**config.mk**
```make
export PLATFORM = sky130hd
export DESIGN_NAME = mem_bus_arbiter
export DESIGN_NICKNAME = d
export VERILOG_FILES = /design/src/rtl/mem_bus_pkg.sv /design/src/rtl/mem_bus_arbiter_watchdog.sv /design/src/rtl/mem_bus_arbiter.sv
export SDC_FILE = /design/constraint.sdc
export NUM_CORES = 1
export LEC_CHECK = 0
export ABC_AREA = 1
export CAP_MARGIN = 40
export CORE_ASPECT_RATIO = 0.75
export CORE_MARGIN = 1.5
export CORE_UTILIZATION = 30
export CTS_BUF_LIST = sky130_fd_sc_hd__clkbuf_4 sky130_fd_sc_hd__clkbuf_8 sky130_fd_sc_hd__clkbuf_16
export DETAILED_ROUTE_END_ITERATION = 10
export SKIP_LAST_GASP = 1
export SLEW_MARGIN = 15
export SYNTH_ARGS = -nofsm -noshare
export SYNTH_HDL_FRONTEND = slang
export SYNTH_SLANG_ARGS = --single-unit
```
**constraint.sdc**
```tcl
create_clock -name clk -period 4.95 [get_ports clk]
set_input_delay 0.495 -clock clk [delete_from_list [all_inputs] [get_ports clk]]
set_output_delay 0.495 -clock clk [all_outputs]
set_load 0.05 [all_outputs]
```
**src/rtl/mem_bus_pkg.sv**
```systemverilog
// Shared types and constants for the instruction/data memory bus arbiter.
package mem_bus_pkg;

    typedef enum logic [1:0] {
        IDLE,
        BUSY,
        ACK
    } arb_state_t;

    typedef enum logic {
        OWN_INSTR,
        OWN_DATA
    } owner_t;

    localparam logic [3:0] BE_WORD = 4'b1111;

endpackage

```
**src/rtl/mem_bus_arbiter_watchdog.sv**
```systemverilog
// Stall counter that flags a bus cycle stuck in wait states for LIMIT cycles.
module bus_watchdog #(
    parameter int unsigned LIMIT = 256
) (
    input  logic clk,
    input  logic rst,
    input  logic clr_i,
    input  logic en_i,
    output logic timeout_o
);

    localparam int unsigned CW = (LIMIT > 1) ? $clog2(LIMIT) : 1;

    logic [CW-1:0] cnt_q, cnt_d;

    always_comb begin
        cnt_d = cnt_q;
        if (clr_i) begin
            cnt_d = '0;
        end else if (en_i) begin
            cnt_d = cnt_q + CW'(1);
        end
    end

    always_ff @(posedge clk or posedge rst) begin
        if (rst) begin
            cnt_q <= '0;
        end else begin
            cnt_q <= cnt_d;
        end
    end

    // The stall that brings the count to LIMIT is the one that fires
    generate
        if (LIMIT == 0) begin : g_off
            assign timeout_o = 1'b0;
        end else begin : g_on
            assign timeout_o = en_i && (cnt_q == CW'(LIMIT - 1));
        end
    endgenerate

endmodule

```
**src/rtl/mem_bus_arbiter.sv**
```systemverilog
// Shares one Avalon-style memory master between instruction fetch and data access.
module mem_bus_arbiter
    import mem_bus_pkg::*;
#(
    parameter int unsigned TIMEOUT_CYCLES = 256
) (
    input  logic        clk,
    input  logic        reset,
    input  logic        i_req,
    input  logic [31:0] i_addr,
    output logic        i_ack,
    output logic [31:0] i_rdata,
    input  logic        d_read,
    input  logic        d_write,
    input  logic [31:0] d_addr,
    input  logic [31:0] d_wdata,
    input  logic [3:0]  d_byteenable,
    output logic        d_ack,
    output logic [31:0] d_rdata,
    output logic [31:0] avm_address,
    output logic        avm_read,
    output logic        avm_write,
    output logic [31:0] avm_writedata,
    output logic [3:0]  avm_byteenable,
    input  logic        avm_waitrequest,
    input  logic [31:0] avm_readdata,
    output logic        bus_error
);

    arb_state_t  state_q, state_d;
    owner_t      owner_q, owner_d;
    owner_t      last_q, last_d;
    owner_t      grant;
    logic [31:0] addr_q, addr_d;
    logic [31:0] wdata_q, wdata_d;
    logic [31:0] irdata_q, irdata_d;
    logic [31:0] drdata_q, drdata_d;
    logic [3:0]  be_q, be_d;
    logic        rd_q, rd_d;
    logic        wr_q, wr_d;
    logic        err_q, err_d;
    logic        d_req;
    logic        timeout;

    assign d_req = d_read | d_write;

    // On a tie the bus goes to whoever was not served last
    always_comb begin
        if (i_req && d_req) begin
            grant = (last_q == OWN_INSTR) ? OWN_DATA : OWN_INSTR;
        end else if (d_req) begin
            grant = OWN_DATA;
        end else begin
            grant = OWN_INSTR;
        end
    end

    bus_watchdog #(
        .LIMIT(TIMEOUT_CYCLES)
    ) u_wdog (
        .clk      (clk),
        .rst      (reset),
        .clr_i    (state_q == IDLE),
        .en_i     ((state_q == BUSY) && avm_waitrequest),
        .timeout_o(timeout)
    );

    always_comb begin
        state_d  = state_q;
        owner_d  = owner_q;
        last_d   = last_q;
        addr_d   = addr_q;
        wdata_d  = wdata_q;
        be_d     = be_q;
        rd_d     = rd_q;
        wr_d     = wr_q;
        irdata_d = irdata_q;
        drdata_d = drdata_q;
        err_d    = err_q;
        unique case (state_q)
            IDLE: begin
                if (i_req || d_req) begin
                    state_d = BUSY;
                    owner_d = grant;
                    if (grant == OWN_DATA) begin
                        addr_d  = d_addr;
                        wdata_d = d_wdata;
                        be_d    = d_byteenable;
                        wr_d    = d_write;
                        rd_d    = d_read & ~d_write;
                        if (d_read && d_write) begin
                            err_d = 1'b1;
                        end
                    end else begin
                        addr_d  = i_addr;
                        wdata_d = '0;
                        be_d    = BE_WORD;
                        wr_d    = 1'b0;
                        rd_d    = 1'b1;
                    end
                end
            end
            BUSY: begin
                if (!avm_waitrequest) begin
                    state_d = ACK;
                    rd_d    = 1'b0;
                    wr_d    = 1'b0;
                    last_d  = owner_q;
                    if (owner_q == OWN_INSTR) begin
                        irdata_d = avm_readdata;
                    end else if (!wr_q) begin
                        drdata_d = avm_readdata;
                    end
                end else if (timeout) begin
                    state_d = ACK;
                    rd_d    = 1'b0;
                    wr_d    = 1'b0;
                    last_d  = owner_q;
                    err_d   = 1'b1;
                    if (owner_q == OWN_INSTR) begin
                        irdata_d = '0;
                    end else begin
                        drdata_d = '0;
                    end
                end
            end
            ACK: begin
                state_d = IDLE;
            end
            default: begin
                state_d = IDLE;
            end
        endcase
    end

    always_ff @(posedge clk or posedge reset) begin
        if (reset) begin
            state_q  <= IDLE;
            owner_q  <= OWN_INSTR;
            last_q   <= OWN_INSTR;
            addr_q   <= '0;
            wdata_q  <= '0;
            be_q     <= '0;
            rd_q     <= 1'b0;
            wr_q     <= 1'b0;
            irdata_q <= '0;
            drdata_q <= '0;
            err_q    <= 1'b0;
        end else begin
            state_q  <= state_d;
            owner_q  <= owner_d;
            last_q   <= last_d;
            addr_q   <= addr_d;
            wdata_q  <= wdata_d;
            be_q     <= be_d;
            rd_q     <= rd_d;
            wr_q     <= wr_d;
            irdata_q <= irdata_d;
            drdata_q <= drdata_d;
            err_q    <= err_d;
        end
    end

    assign i_ack          = (state_q == ACK) && (owner_q == OWN_INSTR);
    assign d_ack          = (state_q == ACK) && (owner_q == OWN_DATA);
    assign i_rdata        = irdata_q;
    assign d_rdata        = drdata_q;
    assign avm_address    = addr_q;
    assign avm_read       = rd_q;
    assign avm_write      = wr_q;
    assign avm_writedata  = wdata_q;
    assign avm_byteenable = be_q;
    assign bus_error      = err_q;

endmodule

```
* Word-level counts from Yosys, hierarchy flattened *
Cells that the tools add are included.

storage, ports and cells
  register bits = 147
  word-level logic and storage cells = 86
  input port bits = 138
  output and inout port bits = 137

operators by class
  reduce and logical (&&, ||, !) cells = 18
  bitwise gates (word level) = 4
  add/sub/neg operators = 1
  equal/unequal tests = 14
  muxes and demuxes = 37

operators by type and width
  operator                                               count
  two-way mux 32 bit                                     11
  inequality test 2 bit, second input constant           9
  two-way mux 1 bit                                      16
  two-way mux 8 bit                                      2
  adder 8 x 1 -> 8 bit, second input constant            1
  equality test 8 bit, second input constant             1
  logical AND 1 bit                                      6
  two-way mux 2 bit                                      3
  one-hot mux 1 bit (2 select lines)                     3
  AND reduction 2 bit                                    3
  AND reduction 6 bit                                    1
  nonzero test 2 bit                                     3
  AND reduction 5 bit                                    1
  two-way mux 4 bit                                      1
  one-hot mux 2 bit (2 select lines)                     1
  AND reduction 4 bit                                    1
  inequality test 3 bit, second input constant           1
  AND reduction 3 bit                                    1
  equality test 2 x 1 -> 1 bit, second input constant    1
  equality test 2 bit, second input constant             1
  logical NOT 2 bit                                      1
  inequality test 2 x 1 -> 1 bit, second input constant  1
  NOT 1 bit                                              2
  AND 1 bit                                              1
  other kinds (2)                                        2

* Longest topological paths before layout *
  word-level depth = 6
  mapped depth = 9
  mapped depth without buffers = 8

* Modules after synthesis *
A second synthesis with hierarchy kept.

second synthesis, totals
  cells, all modules = 884
  area, all modules = 6885.4 um^2

modules (own cells, without submodules)
  module           instances  sequential area each (um^2)  area an instance (um^2)  cells an instance
  mem_bus_arbiter  1          3478.3                       6434.9                   829
  bus_watchdog     1          200.2                        450.4                    55

* Worst setup path after synthesis *
Ideal clock, no wire load.

  path kind = register to output
  start = register owner_q
  end = output port d_ack
  stages on the path, launching flop included = 4
  data required time = 4.455 ns
  buffers on the path = 1
  arrival time = 1.691 ns
  path slack = 2.764 ns
  path through = dfrtp_1 inv_2 clkbuf_1 nor3_1

between the ends
  longest elaborated chain between the ends = 1

ends and longest elaborated chain
  item                      line                    source
  start: declaration        mem_bus_arbiter.sv:31   owner_t owner_q, owner_d;
  start signal: assignment  mem_bus_arbiter.sv:151  owner_q <= owner_d;
  logical AND 1 bit         mem_bus_arbiter.sv:165  assign d_ack = (state_q == ACK) && (owner_q == OWN_DATA);
  end: declaration          mem_bus_arbiter.sv:18   output logic d_ack,

Every way passes these cells.

* Worst setup path after layout *
Same ends and word-level chain as after synthesis.

==> flow_metrics.tcl <==
set metrics [dict create \
    synthAdderAreaFrac_pct 0.198 \
    cts_buffers 17 \
    maxCapViolCount 0 \
    synth_warnings 0 \
    period_needed_ns 2.78 \
    hold_viol 0 \
    die_w_um 171 \
    ant_nets 0 \
    gp_congestion 0.775 \
    synth-edff-count 0 \
    clkTransAtPathRegs_ns 0.06 \
    row_count 45 \
    grt.overflow.total 0 \
    netSwitchingPower_mw 3.56 \
    start_util_pct 30.9 \
    drt-total-wl_um 21000 \
    setup_tns_ns 0 \
    synth_cell_type_count 21 \
    syn_area_um2 6320 \
    worstSetupPathType "reg -> out" \
    antenna_found_initial 2 \
    slew_viol_final 0 \
    clock_latency_ns 0.42 \
    clock-root-buffer "clkbuf_16" \
    arrival_ns 2.29 \
    status "finished, final reports clean" \
    synth_simple_gate_area_share_pct 27.4 \
    cts_tree "done" \
    crit_path_max_fanout 36 \
    ys_seq_elements 147 \
    drtIter0Drc 367 \
    dp_hpwl_um 14300 \
    dieArea_um2 21900 \
    cts_sinks 147 \
    io-pin-count 275 \
    post-route-period-util_pct 56.2 \
    p_leak_nw 4.73 \
    clkPwrFrac_pct 17.2 \
    wl_per_cell_um 15.9 \
    p_per_area_nw_per_um2 726 \
    rsz0062_at_grt "false" \
    peakVddDrop_uv 393 \
    tightest_slew_ns 0.792 \
    via_per_inst 4.49 \
    p_comb_share_pct 55.2 \
    p_int_mw 3.64 \
    worstSetupStartpointType "flip-flop" \
    drt_drc_violations_left 0 \
    yosys-top-cells-area "dfrtp_1 58%, nand2_1 17%, nand3_1 6.0%" \
    hp-class "reg -> reg" \
    required_ns 4.45 \
    synth_top_family_by_area "simple AND/OR/NAND/NOR gates" \
    synthToLayoutAreaGrowth_pct 56.9 \
    synth-compound-area-share_pct 7.57 \
    core_um2 20400 \
    drt_pre_antenna_iters 5 \
    yosys.area.top_type_share_pct 58.2 \
    ys_seq_area_share_pct 58.2 \
    grt_usage_pct 19.6 \
    synth_cells 764 \
    cts_resized 0 \
    clockBufferDepth 2 \
    fmax_mhz 359 \
    async_reset_ff_share_pct 100 \
    grt_pass1_vias 5973 \
    syn-num-nets 903 \
    skew_ns 0.0158 \
    nets 1166 \
    die_h_um 129 \
    vias 5938 \
    synth_mux_area_share_pct 0 \
    cp-end-kind "output pin" \
    layout-drive-gt1-share_pct 5.10 \
    grt_pass1_wl_um 33000 \
    fin_ws_ns 2.17 \
    seq_power_share_pct 27.6 \
    grt_max_degree 86 \
    relSlewSlack_pct 47.1 \
    synthFlopType "dfrtp_1" \
    setup_viol 0 \
    h-tree-depth 4 \
    dpl_worst_slack_ns 2.03 \
    avgSynthCellArea_um2 8.27 \
    switching_share_pct 49.4 \
    io_buffers 274 \
    yosys.area_share.xor_xnor_pct 0 \
    cts_setup_buffers 0 \
    synth_top_cell_by_area "dfrtp_1" \
    cts_hold_buf 0 \
]
[power groups by stage]
stage | combinational, mW | sequential [mW] | clock, mW
finish | 3.97 | 1.99 | 1.24
global route | 4.24 | 2.05 | 1.32
CTS | 4.00 | 1.99 | 1.27
detailed placement | 4.00 | 1.99 | 0
global placement | 3.95 | 2.00 | 0
floorplan | 0.936 | 3.60 | 0
[final timing paths]
| check | endpoint | slack (ns) | depth (start not counted) | startpoint |
|---|---|---|---|---|
| max in group asynchronous | d_rdata[9] | 3.56 | 3 | reset |
| max | d_ack | 2.17 | 3 | owner_q |
| min in group asynchronous | u_wdog.cnt_q[7] | 0.48 | 2 | reset |
| min reg2reg | bus_error | 0.46 | 1 | bus_error |
| min | bus_error | 0.46 | 1 | bus_error |
| max reg2reg | d_rdata[24] | 2.59 | 10 | u_wdog.cnt_q[0] |
[per-layer routing]
| layer | wire (um) | global-route usage [%] | up-vias |
|---|---|---|---|
| li1 | - | - | 2926 |
| met1 | 9310 | 25.5 | 2784 |
| met2 | 9130 | 29.2 | 215 |
| met3 | 2390 | 9.38 | 11 |
| met4 | 135 | 4.95 | 2 |
| met5 | 11 | 0 | - |
[cells in the mapped netlist, types with 2 or more instances]
master and count:
nand2_1 282, dfrtp_1 147, nand3_1 76, nor2_1 71
o21ai_0 65, inv_1 49, buf_2 18, clkbuf_1 17
o21ai_1 14, buf_6 4, o22a_1 4, inv_2 3
nor3_1 3, a21oi_2 2, buf_1 2, buf_4 2
[logic make-up after synthesis]
| logic type | Yosys count |
|---|---|
| compound gates | 88 |
| fa+ha+maj | 1 |
| buf+inv | 95 |
| flops | 147 |
| simple gates | 433 |
[state kept, by name (all words and copies together), names as in the netlist]
signal          flops
avm_address        32
avm_writedata      32
d_rdata            32
i_rdata            32
u_wdog.cnt_q        8
avm_byteenable      4
state_q             2
avm_read            1
avm_write           1
bus_error           1
last_q              1
owner_q             1
[final cells by class]
cell class                      count  area (um^2)
Fill cell                        1978        10500
Clock buffer                       22          475
Timing Repair Buffer              287         2890
Inverter                           52          200
Multi-Input combinational cell    522         2230
Antenna cell                        1         2.50
Clock inverter                      9         82.6
Tap cell                          282          353
Sequential cell                   147         3680
[critical path: stages (launching register included)]
cell and delay (ns):
dfrtp_1 0.42, inv_2 0.34, nor3_1 0.27, clkdlybuf4s50_1 0.84
[cell usage in the layout, fill, tap and decap left out]
master and instances:
inv_1 48, clkdlybuf4s50_1 274, buf_8 1, diode_2 1, inv_2 3, clkinv_4 2
o22a_1 4, bufinv_16 1, o21ai_1 13, clkbuf_4 3, o21ai_0 65, dfrtp_1 147
a21o_1 1, nand3_1 76, clkbuf_16 17, ha_1 1, o21ai_4 1, buf_4 10
nand2_1 282, buf_16 2, a21oi_4 1, nor2_4 1, nor2_1 71, clkbuf_8 2
o22ai_1 1, clkinvlp_4 2, nor3_1 3, clkinv_2 4, inv_6 1, a21oi_2 2
[stage by stage]
stage	util [%]	power [mW]	hold slack (ns)	cells	instance area (um^2)
floorplan	-	4.54	0.491	764	6320
detailed placement	45.6	5.99	0.447	1289	9330
finish	48.5	7.20	0.458	1322	9910
global route	48.5	7.62	0.479	1322	9910
global placement	45.4	5.94	0.450	1287	9280
CTS	48.4	7.27	0.462	1320	9880
(Power assumes the default switching activity.)
